--- config.mk ---
export PLATFORM = sky130hd
export DESIGN_NAME = gate_seq_ctrl
export DESIGN_NICKNAME = d
export VERILOG_FILES = /design/src/rtl/gate_seq_pkg.sv /design/src/rtl/gate_seq_ctrl_btn_debounce.sv /design/src/rtl/gate_seq_ctrl.sv
export SDC_FILE = /design/constraint.sdc
export NUM_CORES = 1
export LEC_CHECK = 0
export CAP_MARGIN = 5
export CORE_MARGIN = 3
export CORE_UTILIZATION = 55
export CTS_BUF_LIST = sky130_fd_sc_hd__clkbuf_2 sky130_fd_sc_hd__clkbuf_4 sky130_fd_sc_hd__clkbuf_8
export DETAILED_ROUTE_END_ITERATION = 8
export PLACE_DENSITY = 0.79
export SLEW_MARGIN = 25
export SYNTH_ARGS = -nofsm -noshare
export SYNTH_HDL_FRONTEND = slang
export SYNTH_SLANG_ARGS = --single-unit
export TNS_END_PERCENT = 50
--- constraint.sdc ---
create_clock -name clk -period 2.92 [get_ports clk]
set_input_delay 0.292 -clock clk [delete_from_list [all_inputs] [get_ports clk]]
set_output_delay 0.292 -clock clk [all_outputs]
set_load 0.05 [all_outputs]
--- src/rtl/gate_seq_pkg.sv ---
// Shared constants for the gate sequencer: widths, FSM encodings and the
// expected truth table of the 5-output gate datapath.
package gate_seq_pkg;

  localparam int GATE_W = 5;
  localparam int VEC_W  = 2;

  typedef logic [1:0] state_t;

  localparam state_t ST_APPLY  = 2'd0;
  localparam state_t ST_SETTLE = 2'd1;
  localparam state_t ST_CHECK  = 2'd2;
  localparam state_t ST_HOLD   = 2'd3;

  // Bits 4..0 = NOR, NAND, XOR, OR, AND; entry index is vec = {in1, in2}.
  localparam logic [3:0][GATE_W-1:0] EXP_TABLE = {
    5'b00011,
    5'b01110,
    5'b01110,
    5'b11000
  };

  function automatic logic [GATE_W-1:0] exp_res(input logic [VEC_W-1:0] vec);
    return EXP_TABLE[vec];
  endfunction

endpackage

--- src/rtl/gate_seq_ctrl_btn_debounce.sv ---
// Button conditioner: 2-flop synchroniser, stability counter and a one-cycle
// pulse on each accepted rising edge of the debounced level.
module btn_debounce #(
  parameter int DB_CYCLES = 120_000
) (
  input  logic clk,
  input  logic rst_n,
  input  logic btn_raw,
  output logic level,
  output logic press
);

  localparam int CNT_W = (DB_CYCLES < 2) ? 1 : $clog2(DB_CYCLES + 1);

  logic             sync1_q, sync1_d;
  logic             sync2_q, sync2_d;
  logic [CNT_W-1:0] cnt_q, cnt_d;
  logic             level_q, level_d;
  logic             press_q, press_d;

  always_comb begin
    sync1_d = btn_raw;
    sync2_d = sync1_q;
    cnt_d   = cnt_q;
    level_d = level_q;
    // Count consecutive samples that disagree with the accepted level; any
    // agreeing sample restarts the count, so short glitches never flip it.
    if (sync2_q == level_q) begin
      cnt_d = '0;
    end else if (cnt_q == CNT_W'(DB_CYCLES - 1)) begin
      cnt_d   = '0;
      level_d = sync2_q;
    end else begin
      cnt_d = cnt_q + 1'b1;
    end
    press_d = level_d & ~level_q;
  end

  always_ff @(posedge clk or negedge rst_n) begin
    if (!rst_n) begin
      sync1_q <= 1'b0;
      sync2_q <= 1'b0;
      cnt_q   <= '0;
      level_q <= 1'b0;
      press_q <= 1'b0;
    end else begin
      sync1_q <= sync1_d;
      sync2_q <= sync2_d;
      cnt_q   <= cnt_d;
      level_q <= level_d;
      press_q <= press_d;
    end
  end

  assign level = level_q;
  assign press = press_q;

endmodule

--- src/rtl/gate_seq_ctrl.sv ---
// Gate datapath sequencer: walks the four input vectors, samples the result
// bus, mirrors it on the LEDs and latches any truth-table mismatch.
module gate_seq_ctrl
  import gate_seq_pkg::*;
#(
  parameter int TICK_DIV  = 6_000_000,
  parameter int DB_CYCLES = 120_000
) (
  input  logic              clk,
  input  logic              rst_n,
  input  logic              btn_mode,
  input  logic              btn_step,
  input  logic [GATE_W-1:0] gate_res,
  output logic              in1,
  output logic              in2,
  output logic [GATE_W-1:0] led,
  output logic              fail,
  output logic              auto_mode
);

  localparam int TICK_W = $clog2(TICK_DIV);

  // Reset asserts asynchronously and releases on a clock edge.
  logic [1:0] rst_sync_q, rst_sync_d;
  logic       rst_n_i;

  assign rst_sync_d = {rst_sync_q[0], 1'b1};

  always_ff @(posedge clk or negedge rst_n) begin
    if (!rst_n) rst_sync_q <= 2'b00;
    else        rst_sync_q <= rst_sync_d;
  end

  assign rst_n_i = rst_sync_q[1];

  logic mode_level, mode_press;
  logic step_level, step_press;
  logic unused_levels;

  btn_debounce #(.DB_CYCLES(DB_CYCLES)) u_mode_db (
    .clk     (clk),
    .rst_n   (rst_n_i),
    .btn_raw (btn_mode),
    .level   (mode_level),
    .press   (mode_press)
  );

  btn_debounce #(.DB_CYCLES(DB_CYCLES)) u_step_db (
    .clk     (clk),
    .rst_n   (rst_n_i),
    .btn_raw (btn_step),
    .level   (step_level),
    .press   (step_press)
  );

  assign unused_levels = &{1'b0, mode_level, step_level};

  logic [TICK_W-1:0] tick_cnt_q, tick_cnt_d;
  logic              tick;

  always_comb begin
    tick       = (tick_cnt_q == TICK_W'(TICK_DIV - 1));
    tick_cnt_d = (mode_press || tick) ? '0 : tick_cnt_q + 1'b1;
  end

  state_t             state_q, state_d;
  logic [VEC_W-1:0]   vec_q, vec_d;
  logic               in1_q, in1_d;
  logic               in2_q, in2_d;
  logic [GATE_W-1:0]  led_q, led_d;
  logic               fail_q, fail_d;
  logic               auto_q, auto_d;
  logic               advance;

  // The step/tick choice uses the mode before any toggle in this cycle.
  assign advance = auto_q ? tick : step_press;

  always_comb begin
    state_d = state_q;
    vec_d   = vec_q;
    in1_d   = in1_q;
    in2_d   = in2_q;
    led_d   = led_q;
    fail_d  = fail_q;
    auto_d  = auto_q ^ mode_press;
    case (state_q)
      ST_APPLY: begin
        in1_d   = vec_q[1];
        in2_d   = vec_q[0];
        state_d = ST_SETTLE;
      end
      ST_SETTLE: begin
        state_d = ST_CHECK;
      end
      ST_CHECK: begin
        led_d   = gate_res;
        fail_d  = fail_q | (gate_res != exp_res(vec_q));
        state_d = ST_HOLD;
      end
      ST_HOLD: begin
        if (advance) begin
          vec_d   = vec_q + 1'b1;
          state_d = ST_APPLY;
        end
      end
      default: begin
        state_d = ST_APPLY;
      end
    endcase
  end

  always_ff @(posedge clk or negedge rst_n_i) begin
    if (!rst_n_i) begin
      tick_cnt_q <= '0;
      state_q    <= ST_APPLY;
      vec_q      <= '0;
      in1_q      <= 1'b0;
      in2_q      <= 1'b0;
      led_q      <= '0;
      fail_q     <= 1'b0;
      auto_q     <= 1'b1;
    end else begin
      tick_cnt_q <= tick_cnt_d;
      state_q    <= state_d;
      vec_q      <= vec_d;
      in1_q      <= in1_d;
      in2_q      <= in2_d;
      led_q      <= led_d;
      fail_q     <= fail_d;
      auto_q     <= auto_d;
    end
  end

  assign in1       = in1_q;
  assign in2       = in2_q;
  assign led       = led_q;
  assign fail      = fail_q;
  assign auto_mode = auto_q;

endmodule

== Word level (Yosys, flattened, before mapping) ==
Cells that the tools add are included.
Word-level totals
  word-level logic and storage cells: 57
  register bits: 80
  bits of input ports: 9
Cells by class
  equal/unequal tests: 10
  $add $sub $neg: 4
  reduce and logical (&&, ||, !) cells: 3
  multiplexer cells: 14
  bitwise gates (word level): 6
  order comparisons: 1
Operator list (count)
  $mux 17: 4
  $add 17x1->17 const B: 2
  $eq 17x17->1 const B: 2
  $add 23x1->23 const B: 1
  $eq 23x23->1 const B: 1
  $mux 23: 1
  $bmux 5 s2: 1
  $pmux 2 s4: 1
  $mux 1: 5
  $mux 5: 1
  $ne 5x5->1: 1
  $eq 2x2->1 const B: 2
  $lt 2x3->1 const B: 1
  $add 2x1->2 const B: 1
  $and 1x1->1: 2
  $eq 1x1->1: 2
  $eq 2x1->1 const B: 1
  $logic_not 2->1: 1
  $mux 2: 1
  $ne 2x2->1 const B: 1
  $not 1->1: 2
  $reduce_and 2->1: 1
  $logic_or 1x1->1: 1
  $or 1x1->1: 1
  $xor 1x1->1: 1

== Longest topological paths before layout ==
  word-level depth: 4
  depth in mapped cells: 7
  gate-level depth less buffers: 6

== Modules after synthesis ==
From an unflattened synthesis, not the netlist that was laid out.
Second synthesis, totals
  cell total of the unflattened synthesis: 365
  area total of the unflattened synthesis: 3878.7 um^2
By module, submodules not included
  btn_debounce: cells each 93, area an instance 992.2 um^2, instances 2, sequential area each 525.5 um^2
  gate_seq_ctrl: cells each 179, area an instance 1894.3 um^2, instances 1, sequential area each 952.2 um^2

== Worst setup path before layout ==
Ideal clock, no wire load.
  path type: flip-flop to flip-flop
  start point: register u_mode_db.cnt_q[0]
  end point: register u_mode_db.cnt_q[10]
  cell stages (with the launch flop): 8
  setup slack: 1.002 ns
  clock period less this slack: 1.918 ns
  data arrival time: 1.786 ns
  required time: 2.788 ns
  cells stage by stage: dfrtp_1 ha_1 and4_1 clkbuf_1 nand3_1 o21ai_1 clkbuf_1 nor2_1
On the way
  cells in the longest elaborated chain, start to end: 3
  elaborated cells between the ends (all ways): 4
RTL lines
  from (decl): line gate_seq_ctrl_btn_debounce.sv:17  | logic [CNT_W-1:0] cnt_q, cnt_d;
  from (signal assigned): line gate_seq_ctrl_btn_debounce.sv:49  | cnt_q <= cnt_d;
  $add 17x1->17 / $eq 17x17->1 (equally long branches): line gate_seq_ctrl_btn_debounce.sv:34, gate_seq_ctrl_btn_debounce.sv:30
  $mux 17 (*): line gate_seq_ctrl_btn_debounce.sv:30  | end else if (cnt_q == CNT_W'(DB_CYCLES - 1)) begin
  $mux 17 (*): line gate_seq_ctrl_btn_debounce.sv:28  | if (sync2_q == level_q) begin
  via u_mode_db.cnt_d[10]: line gate_seq_ctrl_btn_debounce.sv:17
The timed path passes the listed nets; every way through them passes the cells marked *.
A chain may end at the register's enable or synchronous reset.

== Final worst setup path ==
  start point: register auto_q (netlist: auto_mode)
  end point: output auto_mode
RTL lines
  from (decl): line gate_seq_ctrl.sv:72  | logic auto_q, auto_d;
  from (signal assigned): line gate_seq_ctrl.sv:130  | auto_q <= auto_d;
  to (decl): line gate_seq_ctrl.sv:18  | output logic auto_mode
No word-level cell between the ends.

==> summary.txt <==
Lkg Pwr: 1.81 nW
Cell family with the largest share of critical-path delay: buffers and inverters
Pwr/cell area: 491 mW/mm^2
Global route overflow: 0
Switching Fraction: 21.0%
Proportion of layout cells with a drive suffix above 1: 8.47%
Worst ir drop on vdd: 311 uV
CORE AREA: 0.00687 sq mm
Gr usage total: 18.7%
Area occupied by multi-input gates: 0.00183 sq mm
Largest net degree at the start of global routing: 79
CTS Hold Bufs: 0
Yosys cell types: 41
Yosys top cell by area: dfrtp_1
Worst hold path class: in -> async
Vias per cell: 5.81
Root Driver: clkbuf_8
Clock skew: 7.20 ps
FF/Latch Area: 0.00201 sq mm
# DRC: 0
R2R setup slack: 920 ps
N_diodes: 0
Post-Syn Nets: 406
Setup CP Type: reg -> out
Via count: 2959
Max-slew violations: 0
NetSw: 0.459 mW
Buffer count from post-CTS setup fixing: 0
CTS tree: yes
CTS-repair resized insts: 0
Syn_area_per_cell: 10.2 sq um
Mapped cell area: 0.00392 sq mm
Antenna viol nets, final: 0
Max Cap Violations: 0
Rows: 30
Commonest non-fill, non-tap cell in the layout: dfrtp_1
Final hold vios: 0
Clock power share: 44.3%
Vias in the first global route: 2790
Worst-path maximum fanout: 9
Area grow syn2layout: 13.6%
Crit path max-delay cell type: clkdlybuf4s50_1
Worst hold slack: 91.5 ps
Internal Power: 1.73 mW
Seq pwr share: 52.1%
WL final: 7.15 mm
Worst EP arrival: 1820 ps
Chip width: 90.5 um
Setup TNS: 0 ps
Synth warn: 0
H-tree levels: 3
Fin crit period: 2110 ps
Relative slew slack: 58.0%
Worst reg2reg endpoint: tick_cnt_q[10]
Critical Path Start Type: flop
Initial drt markers: 143
CP max stage delay: 830 ps
EDFF count, synth: 0
Die Ht: 90.5 um
DR WL/cell: 14.0 um
Layout Nets: 428
Worst EP required: 2630 ps
Combinational group share of total power: 3.6%
PortBufs: 17
CTS Buf Count: 9
Mapped Cells: 386
Worst-path cell chain: clkdlybuf4s50_1
RSZ-0062 raised after global routing: false
Initial Util: 57.1%
CTS sink cnt: 80
RePlAce Congestion: 0.878
Worst R2R Start: tick_cnt_q[8]
Crit end category: output port
Ys flop type: dfrtp_1
Drt pass-1 iters: 4
First-pass GRT wire length: 12.5 mm
Die area: 0.00818 sq mm
Clk slew on worst S/H paths: 80 ps
Asr flop ratio synth: 100%
Synth top area share: 50.4%
HPWL Detailed: 4.91 mm
R2R cell count: 5
Bufs on Longest Clock Path: 2
Most frequent cells in the layout: dfrtp_1 (78), nor2_1 (43), nand3_1 (28), xnor2_1 (22), a21oi_1 (20)
Top cells by area, synth: dfrtp_1 (50%), xnor2_1 (4.9%), nor2_1 (4.1%)
Worst slew pin tran: 625 ps
Seq/Total Area, Yosys: 51.1%
Initial antenna violation count: 0
Worst skew pair latency: 350 ps
Synth Register Bits: 80
I/O pin count: 18
FMAX: 474 MHz
Setup-failing EPs final: 0
Fillers: 539
Status: complete, no violations
Crit share post-route: 72.2%
CP bufs+invs: 1
==> through the flow <==
step                worst slack [ps]  util (%)  power (mW)  cells  area (sq um)
CTS                              795      64.6        2.21    508          4440
floorplan                        529         -        1.21    386          3920
detailed placement               934      61.1        1.24    492          4200
finish                           812      64.9        2.19    509          4460
global placement                1000      61.1        1.24    492          4200
global route                     754      64.9        2.28    509          4460
==> worst max path at each step <==
stage,slack (ps),from,endpoint,depth (start not counted)
6_report,810,auto_mode,auto_mode,1
5_1_grt,750,tick_cnt_q[8],tick_cnt_q[10],5
4_1_cts,790,auto_mode,auto_mode,1
3_5_place_dp,930,tick_cnt_q[0],tick_cnt_q[10],6
3_3_place_gp,1000,u_step_db.cnt_q[0],u_step_db.cnt_q[3],6
2_1_floorplan,530,rst_sync_q[1],fail,0
==> power by group through the flow <==
| stage | registers (mW) | logic, mW | clock network (mW) |
|---|---|---|---|
| 4_1_cts | 1.15 | 0.0653 | 0.991 |
| 5_1_grt | 1.14 | 0.0886 | 1.04 |
| 3_3_place_gp | 1.17 | 0.0642 | 0 |
| 2_1_floorplan | 1.18 | 0.0250 | 0 |
| 6_report | 1.14 | 0.0787 | 0.968 |
| 3_5_place_dp | 1.17 | 0.0652 | 0 |
==> flip-flops by register name, summed over array words and instances (netlist names), 2 cells and up <==
register	flops
state_q	2
led	5
vec_q	2
rst_sync_q	2
u_mode_db.cnt_q	17
u_step_db.cnt_q	17
tick_cnt_q	23
==> Yosys cell counts (4+ instances only) <==
library cell and n:
a21oi_1 20, and4_1 6, clkbuf_1 8, dfrtp_1 79, ha_1 11, inv_1 13
mux2_2 10, nand2_1 17, nand3_1 28, nand4_1 19, nor2_1 43, nor3_1 9
nor4_1 7, nor4bb_1 4, o21ai_0 12, o31ai_1 4, or3_1 18, or4_1 7
xnor2_1 22, xor2_1 18
==> layer usage <==
layer	part of all wire (%)	track usage, %	routed length, um	vias up
met5	0	0	0	-
met4	1.4	6.89	100	0
met3	2.8	4.58	202	10
met2	50	30.7	3550	43
met1	46	24.0	3290	1464
li1	-	-	-	1442
==> cell families (layout without fill, tap and decap cells) <==
group           after synthesis  after routing  share of synthesized area (%)
buf+inv                      23             50                           2.26
mux                          11             11                           3.13
compound gates               48             48                           7.14
xor+xnor                     40             40                           8.93
flops                        80             80                           51.1
fa+ha+maj                    11             11                           3.51
other cells                   1              1                         0.0956
simple gates                172            172                           23.9
==> area by class of cell <==
| class | instances | share of cell area, % |
|---|---|---|
| multi-input cells | 283 | 41.1 |
| flip-flops and latches | 80 | 45.0 |
| well taps | 96 | 2.69 |
| repair buffers | 21 | 4.77 |
| clock buffers | 10 | 2.95 |
| clock inverters | 6 | 2.41 |
| inverters | 13 | 1.09 |
(Power assumes the default switching activity.)
==> patch 1: new RTL, same settings <==
Reset style: synchronous (`rst_n` and `rst_n_i`), changed in 3 clocked blocks. Comments in the files are not updated.
--- a/src/rtl/gate_seq_ctrl_btn_debounce.sv
+++ b/src/rtl/gate_seq_ctrl_btn_debounce.sv
@@ -38,3 +38,3 @@
 
-  always_ff @(posedge clk or negedge rst_n) begin
+  always_ff @(posedge clk) begin
     if (!rst_n) begin
--- a/src/rtl/gate_seq_ctrl.sv
+++ b/src/rtl/gate_seq_ctrl.sv
@@ -28,3 +28,3 @@
 
-  always_ff @(posedge clk or negedge rst_n) begin
+  always_ff @(posedge clk) begin
     if (!rst_n) rst_sync_q <= 2'b00;
@@ -111,3 +111,3 @@
 
-  always_ff @(posedge clk or negedge rst_n_i) begin
+  always_ff @(posedge clk) begin
     if (!rst_n_i) begin
Behaviour: differs if rst_n is asserted again (counterexample within 10 cycles, from zero or initial values and one cycle with rst_n low); with rst_n held inactive, the same outputs for 10 cycles.
==> patch 1 against the unedited design <==
Routed wire length fell by 6.5%. Synthesized cell count up 4.1%. Clock power is 2.1% lower. Setup slack improved by 0.19 ns. Cell count fell by 1.8%. Sequential cell count unchanged. Critical path depth stayed put. Design area down 8.3%. Combinational power is 40% lower. Area after synthesis shrank 7.2%. Count of clock-buffer cells in the layout is 2 higher. Total power shrank 4.0%. Sequential share of layout area fell by 5.8 points. Register-to-register slack improved by 0.13 ns.
==> patch 1: results (changes against the unedited design) <==
----------------------------------------------------
[Outcome]
  Status ... complete, no violations

[Logic synthesis]
  Synth area leaders ... sky130_fd_sc_hd__dfxtp_1 44%, sky130_fd_sc_hd__nor2_1 5.4%, sky130_fd_sc_hd__xor2_1 5.3%
  Leading register cell type out of synthesis ... sky130_fd_sc_hd__dfxtp_1
  Synth Area in Compound Gates ... 8.01% (+0.87 points)
  Fraction of synthesis flops using an asynchronous set or reset pin ... 0% (-100 points)
  Post-synth cell types ... 43 (+4.9%)
  Sequential share of the synthesized area ... 44.0% (-7.1 points)
  Post-synthesis xor/xnor area fraction ... 10.3% (+1.4 points)

[Cells and area]
  Number of buffers other than clock buffers in the final layout ... 18 (-14%)
  # nets final ... 438 (+2.3%)
  Number of signal-net inverters in the final layout ... 14 (+1)
  Buffer share of cell area ... 4.35% (-0.42 points)
  Clock buffer count ... 12 (+2)
  Clock network area share ... 5.85% (+0.49 points)
  Fraction of final layout cells with drive strength greater than 1 ... 6.62% (-1.9 points)

[Placement]
  Final HPWL DP ... 4520 microns (-8.1%)
  Setup WS pre-CTS ... 1.07 ns (+0.141 ns)
  Cell area after placement ... 0.00385 sq mm (-8.4%)
  Final GP Congestion ... 0.764 (-13%)

[Critical path]
  RR Startpoint ... rst_sync_q[1]$_SDFF_PN0_
  Max FO, Critical Path ... 5 (-4)
  Startpoint of the worst setup timing path ... auto_mode$_SDFF_PN1_
  Reg-to-reg endpoint ... tick_cnt_q[15]$_SDFF_PP0_

[Pwr]
  Seq pwr ... 1.10 mW (-4%)
  Maximum vdd drop ... 0.592 mV (+90%)
  Switching portion of total power ... 20.3% (-0.67 points)

[GRT]
  Global-route wire length before repair ... 11700 microns (-6.3%)
  Maximum number of pins on one net before global-route repair ... 23 (-71%)
  Global-route met1 utilization ... 22.1% (-2.0 points)

[Timing]
  Post-route clock skew ... 0.00690 ns (-0.000300 ns)
  Worst slew margin relative to its limit ... 51.0% (-7.0 points)
  Minimum clock period ... 1.92 ns (-0.190 ns)

[Detailed routing]
  Iteration-0 DRC count of the detailed router ... 95 (-34%)

----------------------------------------------------
patch 1: cell count changes after synthesis, sizes merged, moves of 6 or more:
cell   delta
mux2i    +10
and2      +6
nand2    +13
nor2      +9
dfxtp    +80
o31ai     +8
mux2     -10
or3      -13
buf       +6
dfrtp    -79
patch 1: cells by family after synthesis:
family | count (synthesis)
and+or+nand+nor | 186
DFF | 80
AOI/OAI and AO/OA | 44
xor gates and xnor gates | 43
buffers and inverters | 27
muxes | 11
adders and majority gates | 11
patch 1: per-stage QoR:
| step | std cells | total power [mW] | hold WS (ns) |
|---|---|---|---|
| 2_1_floorplan | 402 | 1.16 | 0.320 |
| 6_report | 500 | 2.10 | 0.407 |
| 5_1_grt | 500 | 2.18 | 0.377 |
| 3_5_place_dp | 484 | 1.18 | 0.443 |
| 4_1_cts | 500 | 2.13 | 0.387 |
| 3_3_place_gp | 484 | 1.18 | 0.415 |
==> patch 2: new RTL, config.mk and constraints unchanged <==
Without the edit above. Set the package constant `VEC_W` to 4 (it was 2).
--- a/src/rtl/gate_seq_pkg.sv
+++ b/src/rtl/gate_seq_pkg.sv
@@ -5,3 +5,3 @@
   localparam int GATE_W = 5;
-  localparam int VEC_W  = 2;
+  localparam int VEC_W  = 4;
 
Behaviour: no difference found for any inputs over 10 cycles, from zero or initial values and one cycle with rst_n low; that may be too few to reach the edited logic, so the function may still have changed.
==> patch 2 against the unedited design <==
Design area is 2.2% lower. Setup slack worse by 0.053 ns. Non-clock buffer count is 2 lower. Area after synthesis is 0.38% lower. Maximum frequency is 2.5% lower. Total power is 11% lower. Sequential cell count stayed put. Register-to-register slack worse by 0.16 ns. Synthesized cell count is 5.4% lower. Routed wire length is 6.6% lower. Critical path type is now register to register. Critical endpoint is now u_step_db.cnt_q[7]$_DFF_PN0_. Largest cell class unchanged.
==> patch 2: results (changes against the unedited design) <==
----------------------------------------------------
[Logic synthesis]
  Portion of netlist area occupied by mux cells ... 3.43% (+0.30 points)
  Post-synthesis adder-cell area fraction ... 3.52% (+0.013 points)
  Synth Area in Compound Gates ... 6.53% (-0.61 points)
  Post-synthesis average cell area ... 10.7 sq um (+5.3%)
  Synthesized net count ... 385 (-5.2%)
  Post-synthesis xor/xnor area fraction ... 9.64% (+0.71 points)
  List of most frequent post-synthesis cells ... 79 x sky130_fd_sc_hd__dfrtp_1, 41 x sky130_fd_sc_hd__nor2_1, 27 x sky130_fd_sc_hd__xor2_1, 21 x sky130_fd_sc_hd__nand3_1
  Sequential share of the synthesized area ... 51.2% (+0.20 points)

[GRT]
  Global-route wire length before repair ... 11800 microns (-5.6%)
  All-layer global routing usage ... 17.4% (-1.3 points)

[Outcome]
  Status ... complete, no violations

[Pwr]
  Leakage power figure ... 1.90 nW (+4.5%)

[Timing]
  Worst slew pin tran ... 0.837 ns (+0.213 ns)
  Post-route clock skew ... 0.0106 ns (+0.00340 ns)

[Critical path]
  Data arrival time at the worst-slack endpoint ... 2.35 ns (+0.53 ns)
  Max FO, Critical Path ... 16 (+7)

[Cells and area]
  Biggest regs ... tick_cnt_q: 23 flops, u_mode_db.cnt_q: 17 flops, u_step_db.cnt_q: 17 flops
  # nets final ... 405 (-5.4%)
  Fraction of final layout cells with drive strength greater than 1 ... 10.5% (+2.0 points)
  Final-layout fill cell count ... 578 (+7.2%)
  Final instance count without filler cells ... 486 (-4.5%)

[Detailed routing]
  Iteration-0 DRC count of the detailed router ... 132 (-7.7%)
  Final wirelength ... 6680 microns (-6.6%)
  Via Count ... 2693 (-9.0%)

[Placement]
  Final HPWL DP ... 4610 microns (-6.1%)
  Final GP Congestion ... 0.785 (-11%)
  Setup WS pre-CTS ... 0.770 ns (-0.163 ns)

----------------------------------------------------
-- patch 2: changes by cell type after synthesis, moves of 5 or more --
cell                       delta
sky130_fd_sc_hd__clkbuf_1     -6
sky130_fd_sc_hd__nand4_1      -8
sky130_fd_sc_hd__xor2_1       +9
sky130_fd_sc_hd__nand3_1      -7
sky130_fd_sc_hd__or3_1        -7
sky130_fd_sc_hd__xnor2_1      -6
sky130_fd_sc_hd__nor3_1       -5
-- patch 2: routing by layer --
layer / track usage (%) / routed length (microns) / up-vias
met5: 0 / 0 / -
met4: 5.23 / 68 / 0
met3: 4.58 / 206 / 10
met2: 29.4 / 3210 / 35
met1: 21.8 / 3190 / 1314
li1: - / - / 1334
-- patch 2: through the flow --
| step | hold slack [ns] | cell area [sq um] |
|---|---|---|
| floorplan | -0.00359 | 3910 |
| finish | 0.112 | 4360 |
| detailed placement | 0.336 | 4150 |
| CTS | 0.104 | 4330 |
| global route | 0.0973 | 4360 |
| global placement | 0.334 | 4150 |
-- patch 2: cells by family after synthesis --
kind of cell,Yosys count
and+or+nand+nor,154
DFF,80
xor gates and xnor gates,43
AOI/OAI and AO/OA,41
buffers and inverters,23
muxes,12
adders and majority gates,11
other,1
-- patch 2: worst max-delay path, cell delays in order (launching register included) --
cell	delay, ns
sky130_fd_sc_hd__dfrtp_1	0.39
sky130_fd_sc_hd__ha_1	0.23
sky130_fd_sc_hd__and4_4	0.29
sky130_fd_sc_hd__nand4_4	0.14
sky130_fd_sc_hd__o41ai_4	0.84
sky130_fd_sc_hd__nor2_1	0.13
-- patch 2: cell type report --
cell class	count	area [sq um]	area share (%)
clock buffers	13	160	3.67
clock inverters	3	20.0	0.459
inverters	13	48.8	1.12
multi-input cells	262	1800	41.3
flip-flops and latches	80	2010	46.0
well taps	96	120	2.75
repair buffers	19	205	4.70
-- patch 2: path summary, 6_finish.rpt --
kind,to,slack (ns),startpoint
min,rst_sync_q[1]$_DFF_PN0_,0.11,rst_n
max in group asynchronous,u_step_db.cnt_q[13]$_DFF_PN0_,2.14,rst_sync_q[1]$_DFF_PN0_
min in group clk,rst_sync_q[1]$_DFF_PN0_,0.35,rst_sync_q[0]$_DFF_PN0_
min reg2reg,tick_cnt_q[16]$_DFF_PN0_,0.23,rst_sync_q[1]$_DFF_PN0_
max reg2reg,u_step_db.cnt_q[7]$_DFF_PN0_,0.76,u_step_db.cnt_q[0]$_DFF_PN0_
max,u_step_db.cnt_q[7]$_DFF_PN0_,0.76,u_step_db.cnt_q[0]$_DFF_PN0_
-- patch 2: power breakdown --
part           internal [mW]  total, mW  switching (mW)
Sequential              1.12       1.14          0.0168
Combinational         0.0331     0.0817          0.0486
Clock                  0.360      0.730           0.370
Total                   1.52       1.95           0.435
